$ cat config.mk
export PLATFORM = sky130hd
export DESIGN_NAME = vx_amo_rmw_unit
export DESIGN_NICKNAME = d
export VERILOG_FILES = /design/src/rtl/vx_amo_rmw_unit_pkg.sv /design/src/rtl/vx_amo_rmw_unit_lane_alu.sv /design/src/rtl/vx_amo_rmw_unit.sv
export SDC_FILE = /design/constraint.sdc
export NUM_CORES = 2
export LEC_CHECK = 0
export CAP_MARGIN = 10
export CORE_MARGIN = 10
export CORE_UTILIZATION = 49
export CTS_CLUSTER_DIAMETER = 100
export DETAILED_ROUTE_END_ITERATION = 8
export PLACE_DENSITY = 0.77
export REMOVE_ABC_BUFFERS = 1
export SLEW_MARGIN = 20
export SYNTH_ARGS = -nofsm -noshare
export SYNTH_HDL_FRONTEND = slang
export SYNTH_HIERARCHICAL = 1
export SYNTH_SLANG_ARGS = --single-unit
$ cat constraint.sdc
create_clock -name clk -period 5.2 [get_ports clk]
set_clock_uncertainty 0.15 [all_clocks]
set_input_delay 1.04 -clock clk [delete_from_list [all_inputs] [get_ports clk]]
set_output_delay 1.04 -clock clk [all_outputs]
set_load 0.05 [all_outputs]
$ cat src/rtl/vx_amo_rmw_unit_pkg.sv
// Shared definitions for the AMO read-modify-write unit:
// op codes, FSM states and the per-lane ALU decode.
package vx_amo_rmw_unit_pkg;

    localparam logic [4:0] INST_AMO_ADD  = 5'h00;
    localparam logic [4:0] INST_AMO_SWAP = 5'h01;
    localparam logic [4:0] INST_AMO_LR   = 5'h02;
    localparam logic [4:0] INST_AMO_SC   = 5'h03;
    localparam logic [4:0] INST_AMO_XOR  = 5'h04;
    localparam logic [4:0] INST_AMO_OR   = 5'h08;
    localparam logic [4:0] INST_AMO_AND  = 5'h0C;
    localparam logic [4:0] INST_AMO_MIN  = 5'h10;
    localparam logic [4:0] INST_AMO_MAX  = 5'h14;
    localparam logic [4:0] INST_AMO_MINU = 5'h18;
    localparam logic [4:0] INST_AMO_MAXU = 5'h1C;

    typedef enum logic [2:0] {
        ST_IDLE,
        ST_RD_REQ,
        ST_RD_WAIT,
        ST_ALU,
        ST_WR_REQ,
        ST_RSP
    } amo_state_e;

    typedef enum logic [2:0] {
        SEL_OLD,
        SEL_ADD,
        SEL_RS2,
        SEL_XOR,
        SEL_OR,
        SEL_AND,
        SEL_MIN,
        SEL_MAX
    } amo_sel_e;

    function automatic amo_sel_e amo_sel(input logic [4:0] op);
        amo_sel_e s;
        case (op)
            INST_AMO_ADD:  s = SEL_ADD;
            INST_AMO_SWAP: s = SEL_RS2;
            INST_AMO_XOR:  s = SEL_XOR;
            INST_AMO_OR:   s = SEL_OR;
            INST_AMO_AND:  s = SEL_AND;
            INST_AMO_MIN,
            INST_AMO_MINU: s = SEL_MIN;
            INST_AMO_MAX,
            INST_AMO_MAXU: s = SEL_MAX;
            default:       s = SEL_OLD;
        endcase
        return s;
    endfunction

    function automatic logic amo_signed(input logic [4:0] op);
        return (op == INST_AMO_MIN) || (op == INST_AMO_MAX);
    endfunction

endpackage

$ cat src/rtl/vx_amo_rmw_unit_lane_alu.sv
// Combinational AMO datapath for one lane.
// MIN/MAX keep the old value unless rs2 strictly wins.
module vx_amo_lane_alu
    import vx_amo_rmw_unit_pkg::*;
#(
    parameter int DATAW = 32
) (
    input  logic [4:0]       op,
    input  logic [DATAW-1:0] old_data,
    input  logic [DATAW-1:0] rs2_data,
    output logic [DATAW-1:0] new_data
);

    logic             sgn;
    logic [DATAW:0]   a_x;
    logic [DATAW:0]   b_x;
    logic             b_lt;
    logic             b_gt;

    assign sgn  = amo_signed(op);
    assign a_x  = {sgn & old_data[DATAW-1], old_data};
    assign b_x  = {sgn & rs2_data[DATAW-1], rs2_data};
    assign b_lt = $signed(b_x) < $signed(a_x);
    assign b_gt = $signed(b_x) > $signed(a_x);

    always_comb begin
        new_data = old_data;
        case (amo_sel(op))
            SEL_ADD: new_data = old_data + rs2_data;
            SEL_RS2: new_data = rs2_data;
            SEL_XOR: new_data = old_data ^ rs2_data;
            SEL_OR:  new_data = old_data | rs2_data;
            SEL_AND: new_data = old_data & rs2_data;
            SEL_MIN: new_data = b_lt ? rs2_data : old_data;
            SEL_MAX: new_data = b_gt ? rs2_data : old_data;
            default: new_data = old_data;
        endcase
    end

endmodule

$ cat src/rtl/vx_amo_rmw_unit.sv
// Atomic read-modify-write sequencer between LSU and dcache,
// one multi-lane request at a time, with an LR/SC reservation.
module vx_amo_rmw_unit
    import vx_amo_rmw_unit_pkg::*;
#(
    parameter int NUM_LANES = 4,
    parameter int DATAW     = 32,
    parameter int ADDRW     = 32,
    parameter int TAGW      = 8
) (
    input  logic                       clk,
    input  logic                       reset,
    input  logic                       req_valid,
    output logic                       req_ready,
    input  logic [4:0]                 req_op,
    input  logic [NUM_LANES-1:0]       req_mask,
    input  logic [ADDRW-1:0]           req_addr,
    input  logic [NUM_LANES*DATAW-1:0] req_data,
    input  logic [TAGW-1:0]            req_tag,
    output logic                       mem_req_valid,
    input  logic                       mem_req_ready,
    output logic                       mem_req_rw,
    output logic [ADDRW-1:0]           mem_req_addr,
    output logic [NUM_LANES-1:0]       mem_req_mask,
    output logic [NUM_LANES*DATAW-1:0] mem_req_data,
    input  logic                       mem_rsp_valid,
    input  logic [NUM_LANES*DATAW-1:0] mem_rsp_data,
    output logic                       rsp_valid,
    input  logic                       rsp_ready,
    output logic [NUM_LANES*DATAW-1:0] rsp_data,
    output logic [TAGW-1:0]            rsp_tag,
    output logic                       busy
);

    localparam int DW = NUM_LANES * DATAW;

    amo_state_e           state;
    amo_state_e           state_n;
    logic [4:0]           op_r;
    logic [NUM_LANES-1:0] mask_r;
    logic [ADDRW-1:0]     addr_r;
    logic [DW-1:0]        data_r;
    logic [DW-1:0]        wdata_r;
    logic [DW-1:0]        rsp_data_r;
    logic [TAGW-1:0]      tag_r;
    logic                 resv_valid;
    logic [ADDRW-1:0]     resv_addr;
    logic                 sc_ok;
    logic [DW-1:0]        old_masked;
    logic [DW-1:0]        sc_fail;
    logic [DW-1:0]        alu_out;

    assign sc_ok = resv_valid && (resv_addr == req_addr);

    always_comb begin
        old_masked = '0;
        sc_fail    = '0;
        for (int i = 0; i < NUM_LANES; i++) begin
            if (mask_r[i])
                old_masked[i*DATAW +: DATAW] = mem_rsp_data[i*DATAW +: DATAW];
            if (req_mask[i])
                sc_fail[i*DATAW +: DATAW] = DATAW'(1);
        end
    end

    // ALU reads the latched old value; unmasked lanes are don't-care
    for (genvar g = 0; g < NUM_LANES; g++) begin : g_lane
        vx_amo_lane_alu #(
            .DATAW (DATAW)
        ) u_alu (
            .op       (op_r),
            .old_data (rsp_data_r[g*DATAW +: DATAW]),
            .rs2_data (data_r[g*DATAW +: DATAW]),
            .new_data (alu_out[g*DATAW +: DATAW])
        );
    end

    always_comb begin
        state_n       = state;
        req_ready     = 1'b0;
        mem_req_valid = 1'b0;
        mem_req_rw    = 1'b0;
        rsp_valid     = 1'b0;
        busy          = 1'b1;
        unique case (state)
            ST_IDLE: begin
                req_ready = 1'b1;
                busy      = 1'b0;
                if (req_valid)
                    state_n = (req_op == INST_AMO_SC && !sc_ok)
                            ? ST_RSP : ST_RD_REQ;
            end
            ST_RD_REQ: begin
                mem_req_valid = 1'b1;
                if (mem_req_ready)
                    state_n = ST_RD_WAIT;
            end
            ST_RD_WAIT: begin
                if (mem_rsp_valid) begin
                    if (op_r == INST_AMO_LR)
                        state_n = ST_RSP;
                    else if (op_r == INST_AMO_SC)
                        state_n = ST_WR_REQ;
                    else
                        state_n = ST_ALU;
                end
            end
            ST_ALU: state_n = ST_WR_REQ;
            ST_WR_REQ: begin
                mem_req_valid = 1'b1;
                mem_req_rw    = 1'b1;
                if (mem_req_ready)
                    state_n = ST_RSP;
            end
            ST_RSP: begin
                rsp_valid = 1'b1;
                if (rsp_ready)
                    state_n = ST_IDLE;
            end
            default: state_n = ST_IDLE;
        endcase
    end

    always_ff @(posedge clk or negedge reset) begin
        if (!reset)
            state <= ST_IDLE;
        else
            state <= state_n;
    end

    always_ff @(posedge clk or negedge reset) begin
        if (!reset) begin
            op_r       <= '0;
            mask_r     <= '0;
            addr_r     <= '0;
            data_r     <= '0;
            wdata_r    <= '0;
            rsp_data_r <= '0;
            tag_r      <= '0;
            resv_valid <= 1'b0;
            resv_addr  <= '0;
        end else begin
            unique case (state)
                ST_IDLE: begin
                    if (req_valid) begin
                        op_r   <= req_op;
                        mask_r <= req_mask;
                        addr_r <= req_addr;
                        data_r <= req_data;
                        tag_r  <= req_tag;
                        if (req_op == INST_AMO_SC && !sc_ok)
                            rsp_data_r <= sc_fail;
                    end
                end
                ST_RD_WAIT: begin
                    if (mem_rsp_valid) begin
                        if (op_r == INST_AMO_SC) begin
                            rsp_data_r <= '0;
                            wdata_r    <= data_r;
                        end else begin
                            rsp_data_r <= old_masked;
                        end
                        if (op_r == INST_AMO_LR) begin
                            resv_valid <= 1'b1;
                            resv_addr  <= addr_r;
                        end
                    end
                end
                ST_ALU: wdata_r <= alu_out;
                ST_WR_REQ: begin
                    if (mem_req_ready && resv_addr == addr_r)
                        resv_valid <= 1'b0;
                end
                default: ;
            endcase
        end
    end

    assign mem_req_addr = addr_r;
    assign mem_req_mask = mask_r;
    assign mem_req_data = wdata_r;
    assign rsp_data     = rsp_data_r;
    assign rsp_tag      = tag_r;

endmodule

==> impl_metrics.json <==
{
  "grt_use_total_pct": 32.44,
  "r2r_slack_ns": 0.65,
  "grt_setup_unrepaired": "false",
  "io_buffers": 615,
  "initial_utilization_pct": 49.37,
  "cts_tree": "built",
  "period_needed_ns": 4.550,
  "finalMaxSlewViolations": 0,
  "yosys.area.top_type": "dfrtp_1",
  "yosysUniqueCellTypes": 101,
  "path_delay_family": "compound AO/OA/AOI/OAI gates",
  "dp_slack_ns": 0.7281,
  "rr_startpoint": "rsp_data[12]",
  "routed_wl_um": 169100,
  "grt-ovfl-total": 0,
  "max_freq_mhz": 219.8,
  "crit_type": "flip-flop to flip-flop",
  "drt_iter0_markers": 4771,
  "power_density_nw_per_um2": 793.2,
  "synth-main-ff-cell": "dfrtp_1",
  "dieArea_um2": 99630,
  "status": "finished clean",
  "mostFrequentLayoutCell": "clkdlybuf4s50_1",
  "hold_ws_ns": 0.2586,
  "dieWidth_um": 315.6,
  "path_clk_slew_ns": 0.06,
  "worst_path_largest_cell_delay_ns": 0.63,
  "seq_area_frac_synth_pct": 27.40,
  "clkLatencyLatePin_ns": 0.68,
  "slowest_stage": "o311ai_1",
  "total_power_mw": 41.55,
  "critPathArrivalTime_ns": 4.90,
  "grt_pass1_vias": 41710,
  "fp-row-count": 108,
  "power_leakage_nw": 22.60,
  "finish.utilization_pct": 60.38,
  "postPlaceCellArea_um2": 50370,
  "drt_drc_violations_left": 0,
  "hold_viol": 0,
  "layout_common_cells": "clkdlybuf4s50_1, a21oi_1, dfrtp_1, nor2_1, ha_1",
  "synthesis.area_um2": 42830,
  "crit_required_ns": 5.55,
  "path_buf_inv": 3,
  "end_kind": "flip-flop",
  "syn_avg_cell_area_um2": 8.431,
  "cp_max_fo": 12,
  "antenna_found_initial": 23,
  "synthCells": 5080,
  "fin_area_um2": 52380,
  "gp_congestion": 1.014,
  "synth-seq-cells": 469,
  "cts_buffers": 55,
  "clock_sinks": 469,
  "firstDrtPassIters": 9,
  "grt_pass1_wl_um": 256900,
  "synth_edf_count": 0,
  "timing.rr.end": "mem_req_data[7]",
  "ant_nets": 0,
  "yosys_warnings": 6,
  "peakVddDrop_uv": 544.9,
  "setup_ws_ns": 0.6502,
  "fillers": 7546,
  "areaGrowthSynthToFinish_pct": 22.31,
  "num_io_pins": 616,
  "synthTopCellsByArea": "dfrtp_1, ha_1, a21oi_1",
  "cp-start-kind": "flip-flop",
  "grt_max_degree": 98,
  "postCtsSetupRepairBufs": 0,
  "rr_worst_depth": 14,
  "synth_top_area_share_pct": 27.40,
  "dp_hpwl_um": 122400,
  "multiInputGateArea_um2": 28360,
  "nets": 6251,
  "cts-root-buf": "clkbuf_16",
  "hold_buffers": 0,
  "die_h_um": 315.6,
  "setup_viol": 0,
  "drive_gt1_share_pct": 10.40,
  "seq_area_um2": 11750,
  "htree_levels": 2,
  "worst_slew_pin_slew_ns": 1.124,
  "synth-async-reset-ratio_pct": 100.0,
  "path_cells": "inv_1 -> ha_1 -> inv_1 -> a21oi_1 -> a21boi_0 -> o311ai_1 -> nand3_2 -> xnor2_4 -> buf_4 -> mux2i_1 -> a2111o_1 -> o211a_1 -> nor2_1 -> a21oi_1",
  "maxSlewHeadroom_pct": 25.08,
  "core_um2": 86750,
  "finalCritPeriodShare_pct": 87.50,
  "cts-resized-gates": 0,
  "clock_path_buffers": 3,
  "wl_per_cell_um": 25.00,
  "hold_class": "input pin to asynchronous set/reset pin",
  "max_cap_viol_count": 0,
  "avgViaCountPerCell": 6.423,
  "vias": 43440
}
-- registers in the layout, summed over array words and instances, names as in the netlist --
signal / flops
data_r: 128
mem_req_addr: 32
mem_req_data: 128
mem_req_mask: 4
op_r: 5
resv_addr: 32
resv_valid: 1
rsp_data: 128
rsp_tag: 8
state: 3
-- cell families after synthesis --
logic type / synth area share [%]
AO/OA/AOI/OAI: 26.88
XOR/XNOR: 3.436
adder cells (fa/ha/maj): 11.41
buffers and inverters: 6.716
flip-flops: 27.40
multiplexers: 11.19
AND/OR/NAND/NOR: 12.96
-- worst register-to-register path, cell delays in order (launching register included) --
cell      delay, ns
dfrtp_1        0.50
inv_1          0.15
ha_1           0.55
inv_1          0.16
a21oi_1        0.16
a21boi_0       0.16
o311ai_1       0.63
nand3_2        0.32
xnor2_4        0.37
buf_4          0.27
mux2i_1        0.12
a2111o_1       0.41
o211a_1        0.14
nor2_1         0.23
a21oi_1        0.08
-- layout make-up --
type,instances,share of cell area (%)
flip-flops and latches,469,22.42
well taps,1155,2.759
multi-input cells,3915,54.13
repair buffers,777,14.46
inverters,334,2.393
diodes,10,0.04777
clock buffers,76,3.026
clock inverters,27,0.7643
-- how the worst max path moves through the flow --
| stage | start | depth (start not counted) | to | slack, ns |
|---|---|---|---|---|
| 3_3_place_gp | req_op[0] | 7 | rsp_data[56] | 0.77 |
| 5_1_grt | rsp_data[52] | 15 | mem_req_data[35] | 0.42 |
| 6_report | rsp_data[12] | 14 | mem_req_data[7] | 0.65 |
| 4_1_cts | rsp_data[12] | 14 | mem_req_data[7] | 0.71 |
| 3_5_place_dp | rsp_data[12] | 14 | mem_req_data[7] | 0.73 |
| 2_1_floorplan | op_r[2] | 4 | mem_req_data[0] | -3.97 |
-- layer usage --
layer	up-vias	wire length (µm)	global-route usage (%)
met5	-	180	0
met4	26	6724	12.64
met3	421	18910	9.258
met2	2326	75500	51.02
met1	21070	67740	41.73
li1	19590	-	-
-- where the power goes --
part,internal (mW),switching [mW]
logic,10.8,18.4
clock network,2.54,1.76
registers,5.32,2.71
-- Yosys cell counts (all sizes together), types with 14 or more instances --
cell type	instances
and3	32
nor2b	33
ha	384
nand3	92
o2111ai	25
xor2	45
dfrtp	469
a211o	23
o31ai	16
nand2b	21
a22oi	138
o211ai	57
a21o	50
mux2	216
a222oi	20
nor3	77
nor4	41
a311oi	16
o22ai	21
o41ai	14
a221oi	72
buf	119
and2	24
nor2	412
o2111a	19
xnor2	117
nand4	30
nand2	320
o21ai	408
a31oi	26
clkbuf	243
a21oi	496
inv	334
a211oi	68
mux2i	236
or3	30
a221o	19
o221ai	29
o211a	25
o21bai	23
a2111oi	24
o21a	19
o221a	17
-- metrics by stage --
| step | TNS [ns] | cells |
|---|---|---|
| after floorplan | -748.29 | 4718 |
| after global placement | 0 | 6649 |
| after detailed placement | 0 | 6650 |
| after CTS | 0 | 6753 |
| after global routing | 0 | 6758 |
| final | 0 | 6763 |
Note: power is estimated with default switching activity, not from simulation.
